`src/rtl/vn_bus_pkg.sv`:
```
`default_nettype none
// ============================================================================
//  Module      : vn_bus_pkg
//  Description : Shared types and constants for the memory arbiter slice:
//                FSM state encoding, requester identifiers, default widths.
//  Revision    : 1.0 - initial release
// ============================================================================
package vn_bus_pkg;

    // Default bus widths
    localparam int DEF_AW = 6;
    localparam int DEF_DW = 8;

    // Requester identifiers, also the encoding of the owner output
    localparam logic OWN_CPU = 1'b0;
    localparam logic OWN_DMA = 1'b1;

    // Arbiter FSM states
    typedef enum logic [1:0] {
        ST_IDLE   = 2'd0,
        ST_ACCESS = 2'd1,
        ST_RESP   = 2'd2
    } state_t;

endpackage : vn_bus_pkg
`default_nettype wire

```
`src/rtl/mem_arbiter_if.sv`:
```
`default_nettype none
// ============================================================================
//  Module      : mem_arbiter_if
//  Description : Bundle of the two requester ports (CPU, DMA), the shared
//                memory port and the arbiter status signals.
//                slave  = arbiter view, master = environment view
//                (requesters and memory).
//  Revision    : 1.0 - initial release
// ============================================================================
interface mem_arbiter_if #(
    parameter int AW = vn_bus_pkg::DEF_AW,
    parameter int DW = vn_bus_pkg::DEF_DW
) ();

    // CPU requester
    logic          cpu_req;
    logic          cpu_we;
    logic [AW-1:0] cpu_addr;
    logic [DW-1:0] cpu_wdata;
    logic          cpu_ack;
    logic [DW-1:0] cpu_rdata;

    // DMA / loader requester
    logic          dma_req;
    logic          dma_we;
    logic [AW-1:0] dma_addr;
    logic [DW-1:0] dma_wdata;
    logic          dma_ack;
    logic [DW-1:0] dma_rdata;

    // Shared memory
    logic          mem_rd;
    logic          mem_wr;
    logic [AW-1:0] mem_addr;
    logic [DW-1:0] mem_wdata;
    logic [DW-1:0] mem_rdata;

    // Status
    logic          busy;
    logic          owner;

    modport slave (
        input  cpu_req, cpu_we, cpu_addr, cpu_wdata,
        output cpu_ack, cpu_rdata,
        input  dma_req, dma_we, dma_addr, dma_wdata,
        output dma_ack, dma_rdata,
        output mem_rd, mem_wr, mem_addr, mem_wdata,
        input  mem_rdata,
        output busy, owner
    );

    modport master (
        output cpu_req, cpu_we, cpu_addr, cpu_wdata,
        input  cpu_ack, cpu_rdata,
        output dma_req, dma_we, dma_addr, dma_wdata,
        input  dma_ack, dma_rdata,
        input  mem_rd, mem_wr, mem_addr, mem_wdata,
        output mem_rdata,
        input  busy, owner
    );

endinterface : mem_arbiter_if
`default_nettype wire

```
`src/rtl/arb_rr2.sv`:
```
`default_nettype none
// ============================================================================
//  Module      : arb_rr2
//  Description : Combinational two-way round-robin picker. One requester can
//                be excluded (the owner still holding req during its ack
//                cycle). On a tie the requester that did not win last time
//                is chosen.
//  Revision    : 1.0 - initial release
// ============================================================================
module arb_rr2
    import vn_bus_pkg::*;
(
    input  logic [1:0] req,
    input  logic       last_owner,
    input  logic       exclude_valid,
    input  logic       exclude_id,
    output logic       gnt_valid,
    output logic       gnt_id
);

    logic [1:0] excl_mask;
    logic [1:0] eligible;

    // Requests that may win this cycle
    always_comb begin
        excl_mask = 2'b00;
        if (exclude_valid) begin
            excl_mask[exclude_id] = 1'b1;
        end
        eligible = req & ~excl_mask;
    end

    // Pick: single eligible wins outright, a tie goes to the non-last owner
    always_comb begin
        gnt_valid = |eligible;
        gnt_id    = OWN_CPU;
        unique case (eligible)
            2'b01:   gnt_id = OWN_CPU;
            2'b10:   gnt_id = OWN_DMA;
            2'b11:   gnt_id = ~last_owner;
            default: gnt_id = OWN_CPU;
        endcase
    end

endmodule : arb_rr2
`default_nettype wire

```
`src/rtl/mem_arbiter.sv`:
```
`default_nettype none
// ============================================================================
//  Module      : mem_arbiter
//  Description : Round-robin arbiter between the CPU and a DMA/loader port
//                for a single shared memory with a fixed access latency.
//                IDLE -> ACCESS (MEM_LAT cycles) -> RESP (one-cycle ack).
//                From RESP the other requester may be granted directly,
//                so alternating owners run without an IDLE bubble.
//  Revision    : 1.0 - initial release
// ============================================================================
module mem_arbiter
    import vn_bus_pkg::*;
#(
    parameter int AW      = DEF_AW,
    parameter int DW      = DEF_DW,
    parameter int MEM_LAT = 2
) (
    input  logic         clk,
    input  logic         reset,      // asynchronous, active low
    mem_arbiter_if.slave bus
);

    localparam int            CW       = $clog2(MEM_LAT + 1);
    localparam logic [CW-1:0] LAT_INIT = CW'(MEM_LAT - 1);

    state_t        state;
    logic [CW-1:0] lat_cnt;
    logic          last_owner;

    // Registered outputs
    logic          owner;
    logic          busy;
    logic          mem_rd;
    logic          mem_wr;
    logic [AW-1:0] mem_addr;
    logic [DW-1:0] mem_wdata;
    logic          cpu_ack;
    logic          dma_ack;
    logic [DW-1:0] cpu_rdata;
    logic [DW-1:0] dma_rdata;

    // Arbitration
    logic [1:0]    req_vec;
    logic          excl_valid;
    logic          gnt_valid;
    logic          gnt_id;
    logic          grant_now;

    // Winner's transaction
    logic          sel_we;
    logic [AW-1:0] sel_addr;
    logic [DW-1:0] sel_wdata;

    assign req_vec    = {bus.dma_req, bus.cpu_req};
    // In RESP the owner still holds req for the transaction just finishing
    assign excl_valid = (state == ST_RESP);
    assign grant_now  = gnt_valid && ((state == ST_IDLE) || (state == ST_RESP));

    arb_rr2 u_arb (
        .req           (req_vec),
        .last_owner    (last_owner),
        .exclude_valid (excl_valid),
        .exclude_id    (owner),
        .gnt_valid     (gnt_valid),
        .gnt_id        (gnt_id)
    );

    // Route the winning requester's command to the memory registers
    always_comb begin
        sel_we    = bus.cpu_we;
        sel_addr  = bus.cpu_addr;
        sel_wdata = bus.cpu_wdata;
        if (gnt_id == OWN_DMA) begin
            sel_we    = bus.dma_we;
            sel_addr  = bus.dma_addr;
            sel_wdata = bus.dma_wdata;
        end
    end

    // Arbiter FSM with all outputs registered
    always_ff @(posedge clk or negedge reset) begin
        if (!reset) begin
            state      <= ST_IDLE;
            lat_cnt    <= '0;
            last_owner <= OWN_DMA;
            owner      <= OWN_CPU;
            busy       <= 1'b0;
            mem_rd     <= 1'b0;
            mem_wr     <= 1'b0;
            mem_addr   <= '0;
            mem_wdata  <= '0;
            cpu_ack    <= 1'b0;
            dma_ack    <= 1'b0;
            cpu_rdata  <= '0;
            dma_rdata  <= '0;
        end else begin
            cpu_ack <= 1'b0;
            dma_ack <= 1'b0;
            case (state)
                ST_IDLE, ST_RESP: begin
                    if (grant_now) begin
                        mem_addr   <= sel_addr;
                        mem_wdata  <= sel_wdata;
                        mem_wr     <= sel_we;
                        mem_rd     <= ~sel_we;
                        owner      <= gnt_id;
                        last_owner <= gnt_id;
                        lat_cnt    <= LAT_INIT;
                        busy       <= 1'b1;
                        state      <= ST_ACCESS;
                    end else begin
                        busy  <= 1'b0;
                        state <= ST_IDLE;
                    end
                end
                ST_ACCESS: begin
                    if (lat_cnt == '0) begin
                        // Memory data is valid in the last access cycle
                        if (mem_rd) begin
                            if (owner == OWN_DMA) begin
                                dma_rdata <= bus.mem_rdata;
                            end else begin
                                cpu_rdata <= bus.mem_rdata;
                            end
                        end
                        mem_rd  <= 1'b0;
                        mem_wr  <= 1'b0;
                        cpu_ack <= (owner == OWN_CPU);
                        dma_ack <= (owner == OWN_DMA);
                        state   <= ST_RESP;
                    end else begin
                        lat_cnt <= lat_cnt - 1'b1;
                    end
                end
                default: begin
                    busy   <= 1'b0;
                    mem_rd <= 1'b0;
                    mem_wr <= 1'b0;
                    state  <= ST_IDLE;
                end
            endcase
        end
    end

    assign bus.owner     = owner;
    assign bus.busy      = busy;
    assign bus.mem_rd    = mem_rd;
    assign bus.mem_wr    = mem_wr;
    assign bus.mem_addr  = mem_addr;
    assign bus.mem_wdata = mem_wdata;
    assign bus.cpu_ack   = cpu_ack;
    assign bus.dma_ack   = dma_ack;
    assign bus.cpu_rdata = cpu_rdata;
    assign bus.dma_rdata = dma_rdata;

endmodule : mem_arbiter
`default_nettype wire
```
`src/flat_wrapper.sv`:
```
// flat-port wrapper written by rule: the top's interface ports become plain ports
module mem_arbiter_flat import vn_bus_pkg::*;
#(
    parameter int AW      = DEF_AW,
    parameter int DW      = DEF_DW,
    parameter int MEM_LAT = 2
)
  (clk, reset, bus_cpu_req, bus_cpu_we, bus_cpu_addr, bus_cpu_wdata, bus_cpu_ack, bus_cpu_rdata, bus_dma_req, bus_dma_we, bus_dma_addr, bus_dma_wdata, bus_dma_ack, bus_dma_rdata, bus_mem_rd, bus_mem_wr, bus_mem_addr, bus_mem_wdata, bus_mem_rdata, bus_busy, bus_owner);
  mem_arbiter_if #(.AW(AW), .DW(DW)) bus_i ();
  input  logic clk;
  input  logic reset;
  input wire logic [$bits(bus_i.cpu_req)-1:0] bus_cpu_req;
  input wire logic [$bits(bus_i.cpu_we)-1:0] bus_cpu_we;
  input wire logic [$bits(bus_i.cpu_addr)-1:0] bus_cpu_addr;
  input wire logic [$bits(bus_i.cpu_wdata)-1:0] bus_cpu_wdata;
  output wire logic [$bits(bus_i.cpu_ack)-1:0] bus_cpu_ack;
  output wire logic [$bits(bus_i.cpu_rdata)-1:0] bus_cpu_rdata;
  input wire logic [$bits(bus_i.dma_req)-1:0] bus_dma_req;
  input wire logic [$bits(bus_i.dma_we)-1:0] bus_dma_we;
  input wire logic [$bits(bus_i.dma_addr)-1:0] bus_dma_addr;
  input wire logic [$bits(bus_i.dma_wdata)-1:0] bus_dma_wdata;
  output wire logic [$bits(bus_i.dma_ack)-1:0] bus_dma_ack;
  output wire logic [$bits(bus_i.dma_rdata)-1:0] bus_dma_rdata;
  output wire logic [$bits(bus_i.mem_rd)-1:0] bus_mem_rd;
  output wire logic [$bits(bus_i.mem_wr)-1:0] bus_mem_wr;
  output wire logic [$bits(bus_i.mem_addr)-1:0] bus_mem_addr;
  output wire logic [$bits(bus_i.mem_wdata)-1:0] bus_mem_wdata;
  input wire logic [$bits(bus_i.mem_rdata)-1:0] bus_mem_rdata;
  output wire logic [$bits(bus_i.busy)-1:0] bus_busy;
  output wire logic [$bits(bus_i.owner)-1:0] bus_owner;
  assign bus_i.cpu_req = bus_cpu_req;
  assign bus_i.cpu_we = bus_cpu_we;
  assign bus_i.cpu_addr = bus_cpu_addr;
  assign bus_i.cpu_wdata = bus_cpu_wdata;
  assign bus_cpu_ack = bus_i.cpu_ack;
  assign bus_cpu_rdata = bus_i.cpu_rdata;
  assign bus_i.dma_req = bus_dma_req;
  assign bus_i.dma_we = bus_dma_we;
  assign bus_i.dma_addr = bus_dma_addr;
  assign bus_i.dma_wdata = bus_dma_wdata;
  assign bus_dma_ack = bus_i.dma_ack;
  assign bus_dma_rdata = bus_i.dma_rdata;
  assign bus_mem_rd = bus_i.mem_rd;
  assign bus_mem_wr = bus_i.mem_wr;
  assign bus_mem_addr = bus_i.mem_addr;
  assign bus_mem_wdata = bus_i.mem_wdata;
  assign bus_i.mem_rdata = bus_mem_rdata;
  assign bus_busy = bus_i.busy;
  assign bus_owner = bus_i.owner;
  mem_arbiter #(.AW(AW), .DW(DW), .MEM_LAT(MEM_LAT)) u_core (.clk(clk), .reset(reset), .bus(bus_i));
endmodule
```
`config.mk`:
```
export PLATFORM = sky130hd
export DESIGN_NAME = mem_arbiter_flat
export DESIGN_NICKNAME = d
export VERILOG_FILES = /design/src/rtl/vn_bus_pkg.sv /design/src/rtl/mem_arbiter_if.sv /design/src/rtl/arb_rr2.sv /design/src/rtl/mem_arbiter.sv /design/src/flat_wrapper.sv
export SDC_FILE = /design/constraint.sdc
export NUM_CORES = 1
export LEC_CHECK = 0
export CORE_ASPECT_RATIO = 1.4
export CORE_MARGIN = 2
export CORE_UTILIZATION = 42
export DETAILED_ROUTE_END_ITERATION = 7
export MAX_ROUTING_LAYER = met4
export PLACE_DENSITY = 0.8
export SLEW_MARGIN = 15
export SYNTH_ARGS = -nofsm -noshare
export SYNTH_HDL_FRONTEND = slang
export SYNTH_SLANG_ARGS = --single-unit
```
`constraint.sdc`:
```
create_clock -name clk -period 1.98 [get_ports clk]
set_clock_uncertainty 0.15 [all_clocks]
set_input_delay 0.297 -clock clk [delete_from_list [all_inputs] [get_ports clk]]
set_output_delay 0.297 -clock clk [all_outputs]
set_load 0.1 [all_outputs]
```
==> results of run 1 <==
stage by stage:
stage               hold WS [ps]  std cells  setup WS (ps)
detailed placement          40.0        264           37.5
CTS                          271        273            282
global placement            38.5        264           59.9
global route                 301        273            154
floorplan                   -149        138            112
finish                       266        273            289
cells by family (layout without fill, tap and decap cells):
group	count (synthesis)	count (layout)	share of synthesized area [%]
AOI/OAI and AO/OA	24	24	10.4
adders and majority gates	1	1	0.696
buffers and inverters	8	98	3.97
DFF	41	41	57.1
muxes	33	33	19.6
and+or+nand+nor	31	31	8.21
layout make-up:
| cell class | count | area [um^2] |
|---|---|---|
| clock buffers | 6 | 72.6 |
| clock inverters | 2 | 10.0 |
| fillers | 337 | 1480 |
| inverters | 2 | 7.51 |
| multi-input cells | 89 | 699 |
| flip-flops and latches | 41 | 1030 |
| well taps | 45 | 56.3 |
| repair buffers | 88 | 811 |
worst max-delay path: stages, from the launching register on:
cell,delay [ps]
dfrtp_1,450
nor2b_1,170
o211ai_1,220
buf_4,190
buf_12,130
mux2i_1,230
o21ai_2,60
flip-flops by register name (all words and copies together), names as in the netlist:
name / flops
u_core.bus.mem_rd: 1
u_core.bus.mem_wdata: 8
u_core.bus.mem_wr: 1
u_core.bus.cpu_rdata: 8
u_core.bus.dma_rdata: 8
u_core.bus.owner: 1
u_core.last_owner: 1
u_core.bus.busy: 1
u_core.bus.mem_addr: 6
u_core.state: 2
u_core.lat_cnt: 2
u_core.bus.cpu_ack: 1
u_core.bus.dma_ack: 1
cells in the final DEF (no fill, tap or decap), types with 2 or more instances in the layout:
| master | netlist | routed |
|---|---|---|
| dfrtp_1 | 40 | 39 |
| mux2_2 | 17 | 17 |
| clkbuf_8 | 0 | 5 |
| clkinv_2 | 0 | 2 |
| mux2i_1 | 16 | 16 |
| inv_1 | 2 | 2 |
| nand2_2 | 2 | 2 |
| buf_12 | 0 | 4 |
| clkdlybuf4s50_1 | 0 | 40 |
| buf_4 | 1 | 42 |
| o21ai_2 | 12 | 12 |
| nand2_1 | 20 | 20 |
| o21ai_1 | 4 | 4 |
| o21ai_0 | 2 | 2 |
per-layer routing:
layer	routed length (um)	part of all wire [%]	up-vias	global-route usage, %
li1	-	-	660	-
met1	1420	38	604	19.7
met2	1920	52	70	30.0
met3	351	9.4	2	5.83
met4	23	0.62	0	3.41
met5	0	0	-	-
final timing paths:
check | from | cells after the start | to
setup / recovery | u_core.state[1] | 6 | u_core.bus.mem_wdata[7]
hold / removal | reset | 2 | u_core.bus.dma_rdata[6]
setup reg to reg | u_core.state[1] | 6 | u_core.bus.mem_wdata[7]
hold reg to reg | u_core.last_owner | 2 | u_core.last_owner
max in group asynchronous | reset | 3 | u_core.last_owner
min in group clk | u_core.last_owner | 2 | u_core.last_owner
==> summary.md, run 1 <==
| Metric | Value |
|---|---|
| Gr ovfl total | 0 |
| Hold buffers post-CTS | 1 |
| Yosys cell types | 28 |
| Post-CTS Setup Inserts | 0 |
| Post-route ant nets | 0 |
| DRC Markers | 0 |
| Full die area | 4830 um^2 |
| Core Region | 4170 um^2 |
| Port Buffers | 77 |
| Final period utilization | 85.4% |
| Layout area overhead | 49.3% |
| Async S/R FF share, synth | 100% |
| Setup TNS | 0 ps |
| Clock slew at reported path FFs | 70 ps |
| Hold Crit Class | in2async |
| Flops & latches, synth | 41 |
| Reg2Reg Setup Slack | 290 ps |
| Worst Tran Pin Value | 332 ps |
| Vias | 1336 |
| Most frequent cells after synthesis | dfrtp_1, nand2_1, mux2_2 |
| Final Net Count | 270 |
| Vias in the first global route | 1379 |
| Top cells by area, synth | dfrtp_1, mux2_2, mux2i_1 |
| Detailed-router iteration count before antenna repair | 2 |
| Layout Utilization | 64.4% |
| Clock buffer depth | 2 |
| First-pass GRT wire length | 6160 um |
| Critical path arrival | 1720 ps |
| Final setup fails | 0 |
| CP Capture Type | register |
| Minimum clock period | 1690 ps |
| Initial antenna violation count | 0 |
| Placed cell area | 2590 um^2 |
| Root buffer cell | clkbuf_8 |
| Largest net degree at the start of global routing | 24 |
| Main synth FF type | dfrtp_1 |
| FP Rows | 28 |
| Num CTS Buffers | 5 |
| Status | finished clean |
| Syn_area_per_cell | 13.0 um^2 |
| Max Fclk | 592 MHz |
| Iter 0 DRT Violations | 27 |
| CTS sink count | 41 |
| Die height | 81.4 um |
| Setup CP Type | reg2reg |
| RSZ-0062 raised after global routing | false |
| CP max FO | 7 |
| CTS H-tree lvls | 2 |
| Cell taking the most area after synthesis | dfrtp_1 |
| Synth Cell Area | 1800 um^2 |
| Drt via density | 4.89 |
| Total track usage | 17.5% |
| Total of max-cap violations | 0 |
| Fin area | 2690 um^2 |
| GPL Wtd Cong | 0.721 |
| Share of layout cells above drive strength 1 | 39.0% |
| Post-synth EDFFs | 0 |
| HPWL after DPL | 3040 um |
| CTS tree | done |
| Syn Nets | 181 |
| Aggregate routed wire length | 3720 um |
| Post-CTS Resized | 0 |
| Routed len/inst | 13.6 um |
| Slew Limit Fails | 0 |
| Ys Warns | 0 |
| Initial Util | 43.1% |
| Req. time, crit path | 2010 ps |
| Slew Limit Headroom | 77.7% |
| Latest clock arrival within the worst-skew pair | 280 ps |
| Die width | 59.3 um |
| Post-synthesis instance total | 138 |
| Most frequent cell after synthesis | dfrtp_1 |
| Seq/Total Area, Yosys | 57.1% |
| Diode count | 0 |
| Share of Yosys cell area claimed by the top area cell type | 55.7% |
| Fin. Hold Viols | 0 |
| # IOs | 78 |
| Crit start category | register |
Power of run 1 is left out: the tool's default activity adds up to more than one toggle a clock period on the data nets, which glitch-free logic cannot reach.
==> inputs of run 2 (changes only) <==
RECOVER_POWER = 100   (was default)
==> run 2 against run 1 <==
  * Largest cell class unchanged
  * First-iteration DRC count is 15% lower
  * Count of clock-buffer cells in the layout unchanged
  * Hold slack better by 60 ps
  * Non-clock buffer count is the same
  * Critical endpoint is now u_core.bus.mem_wdata[2]
  * Flip-flop and latch count stayed put
  * Highest routed layer unchanged
==> summary.md, run 2 (synthesis gave the netlist of run 1 again) <==
| Metric | Value |
|---|---|
| Drt via density | 4.90 (about the same) |
| CP startpoint | u_core.bus.owner |
| Core Region | 4170 um^2 (unchanged) |
| Launching point of the worst reg2reg path | u_core.bus.owner |
| HPWL after DPL | 3040 um (unchanged) |
| Post-route ant nets | 0 (unchanged) |
| Final period utilization | 86.6% (+1.2 points) |
| Initial Util | 43.1% (unchanged) |
| Root buffer cell | clkbuf_8 |
| Initial antenna violation count | 0 (unchanged) |
| Port Buffers | 77 (unchanged) |
| Diode count | 0 (unchanged) |
| Worst Setup EP | u_core.bus.mem_wdata[2] |
| Layout area overhead | 42.0% |
| Crit start category | register |
| Aggregate routed wire length | 3700 um (-0.43%) |
| Post-CTS Setup Inserts | 0 (unchanged) |
| CP top delay family | flip-flops |
| CP max FO | 10 (+3) |
| R2r worst-path depth | 4 (-2) |
| CTS tree | done |
| Max stage delay on crit path | 490 ps (+40 ps) |
| Clock buffer depth | 2 (unchanged) |
| Hold buffers post-CTS | 1 (unchanged) |
| Final Net Count | 270 (unchanged) |
| CTS H-tree lvls | 2 (unchanged) |
| Vias | 1337 (+0.075%) |
| Minimum clock period | 1710 ps (+23.2 ps) |
| Dpl ws | 37.5 ps (unchanged) |
| Final worst setup slack | 266 ps (-23.2 ps) |
| DRC Markers | 0 (unchanged) |
| Slew Limit Fails | 0 (unchanged) |
| Total of max-cap violations | 0 (unchanged) |
| CTS sink count | 41 (unchanged) |
| Die height | 81.4 um (unchanged) |
| FP Rows | 28 (unchanged) |
| Commonest cells after routing, fill and taps aside | clkdlybuf4s50_1, dfrtp_1, clkbuf_2 |
| Cell at the slowest stage of the critical path | dfrtp_1 |
| Hold WS | 327 ps (+60.1 ps) |
| Routed len/inst | 13.6 um (-0.43%) |
| Slew Limit Headroom | 58.5% (-19 points) |
| Worst Tran Pin Value | 623 ps (+291 ps) |
| Setup TNS | 0 ps (unchanged) |
| Reg2Reg Setup Slack | 270 ps (-20 ps) |
| CP Capture Type | register |
| Worst path cell trace | mux2i_1 > a211o_1 > clkbuf_2 > o21ai_0 |
| Latest clock arrival within the worst-skew pair | 280 ps (about the same) |
| Status | finished clean |
| Detailed-router iteration count before antenna repair | 3 (+1) |
| Critical path arrival | 1720 ps (about the same) |
| Max Fclk | 584 MHz (-1.4%) |
| Post-CTS Resized | 0 (unchanged) |
| Num CTS Buffers | 5 (unchanged) |
| Filler instances | 369 (+9.5%) |
| WP depth | 4 (-2) |
| Req. time, crit path | 1980 ps (-30 ps) |
| Worst reg2reg endpoint | u_core.bus.mem_wdata[2] |
| Total track usage | 17.5% (unchanged) |
| Vias in the first global route | 1379 (unchanged) |
| Top flop regs | u_core.bus.cpu_rdata (8), u_core.bus.dma_rdata (8), u_core.bus.mem_wdata (8) |
| Layout Utilization | 61.3% (-3.2 points) |
| Clock slew at reported path FFs | 70 ps (about the same) |
| Gr ovfl total | 0 (unchanged) |
| Iter 0 DRT Violations | 23 (-15%) |
| Setup CP Type | reg2reg |
| Critical path buffers and inverters | 1 (-1) |
| RSZ-0062 raised after global routing | false |
| Share of layout cells above drive strength 1 | 35.5% (-3.5 points) |
| First-pass GRT wire length | 6160 um (unchanged) |
| Die width | 59.3 um (unchanged) |
| Largest net degree at the start of global routing | 24 (unchanged) |
| Final setup fails | 0 (unchanged) |
| GPL Wtd Cong | 0.721 (unchanged) |
| Full die area | 4830 um^2 (unchanged) |
| Hold Crit Class | reg2reg |
| # IOs | 78 (unchanged) |
| Fin. Hold Viols | 0 (unchanged) |
-- run 2: cell count changes in the layout (fill, tap and decap cells not counted), moves of 3 or more --
cell	change
clkbuf_2	+38
o21ai_2	-5
o21ai_1	-3
o21ai_0	+8
buf_4	-38
-- run 2: worst reg2reg max path: cells and delay by family, from the launching register on --
kind                   cells  cell delay [ps]
AO/OA/AOI/OAI              2              410
multiplexers               1              290
flip-flops                 1              490
buffers and inverters      1              250
-- run 2: final cells by class --
class	instances	area (um^2)	area share (%)
timing repair buffer	88	702	27.5
tap	45	56.3	2.20
sequential	41	1030	40.2
inverter	2	7.51	0.294
clock buffer	6	72.6	2.84
clock inverter	2	10.0	0.392
multi-input combinational	89	678	26.6
-- run 2: how the worst min path moves through the flow --
stage / startpoint / to / slack [ps] / cells past startpoint
floorplan: reset / u_core.bus.busy / -150 / 0
global placement: reset / u_core.bus.cpu_rdata[6] / 40 / 1
detailed placement: reset / u_core.bus.dma_rdata[6] / 40 / 1
CTS: reset / u_core.bus.dma_rdata[6] / 270 / 2
global route: u_core.bus.mem_addr[3] / u_core.bus.mem_addr[3] / 360 / 2
finish: u_core.bus.mem_addr[5] / u_core.bus.mem_addr[5] / 330 / 2
-- run 2: metrics by stage --
stage | instances | instance area [um^2]
global route | 273 | 2550
finish | 273 | 2550
CTS | 273 | 2690
detailed placement | 264 | 2590
global placement | 264 | 2590
floorplan | 138 | 1800
-- run 2: layer usage --
layer	GRT usage, %	up-vias	part of all wire [%]
li1	-	658	-
met1	19.7	607	39
met2	30.0	70	50
met3	5.83	2	9.9
met4	3.41	0	0.62
met5	-	-	0
Power of run 2 is left out for the same reason.
==> inputs of run 3 (changes only) <==
SKIP_CTS_REPAIR_TIMING = 1   (was default)
==> results of run 3 <==
No change in the layout: final DEF, timing and power equal those of run 2.
Among the figures that moved: wire length of the first global-routing pass 6160 um -> 6150 um; via count of the first global-routing pass 1379 -> 1373
Power of run 3 is left out for the same reason.
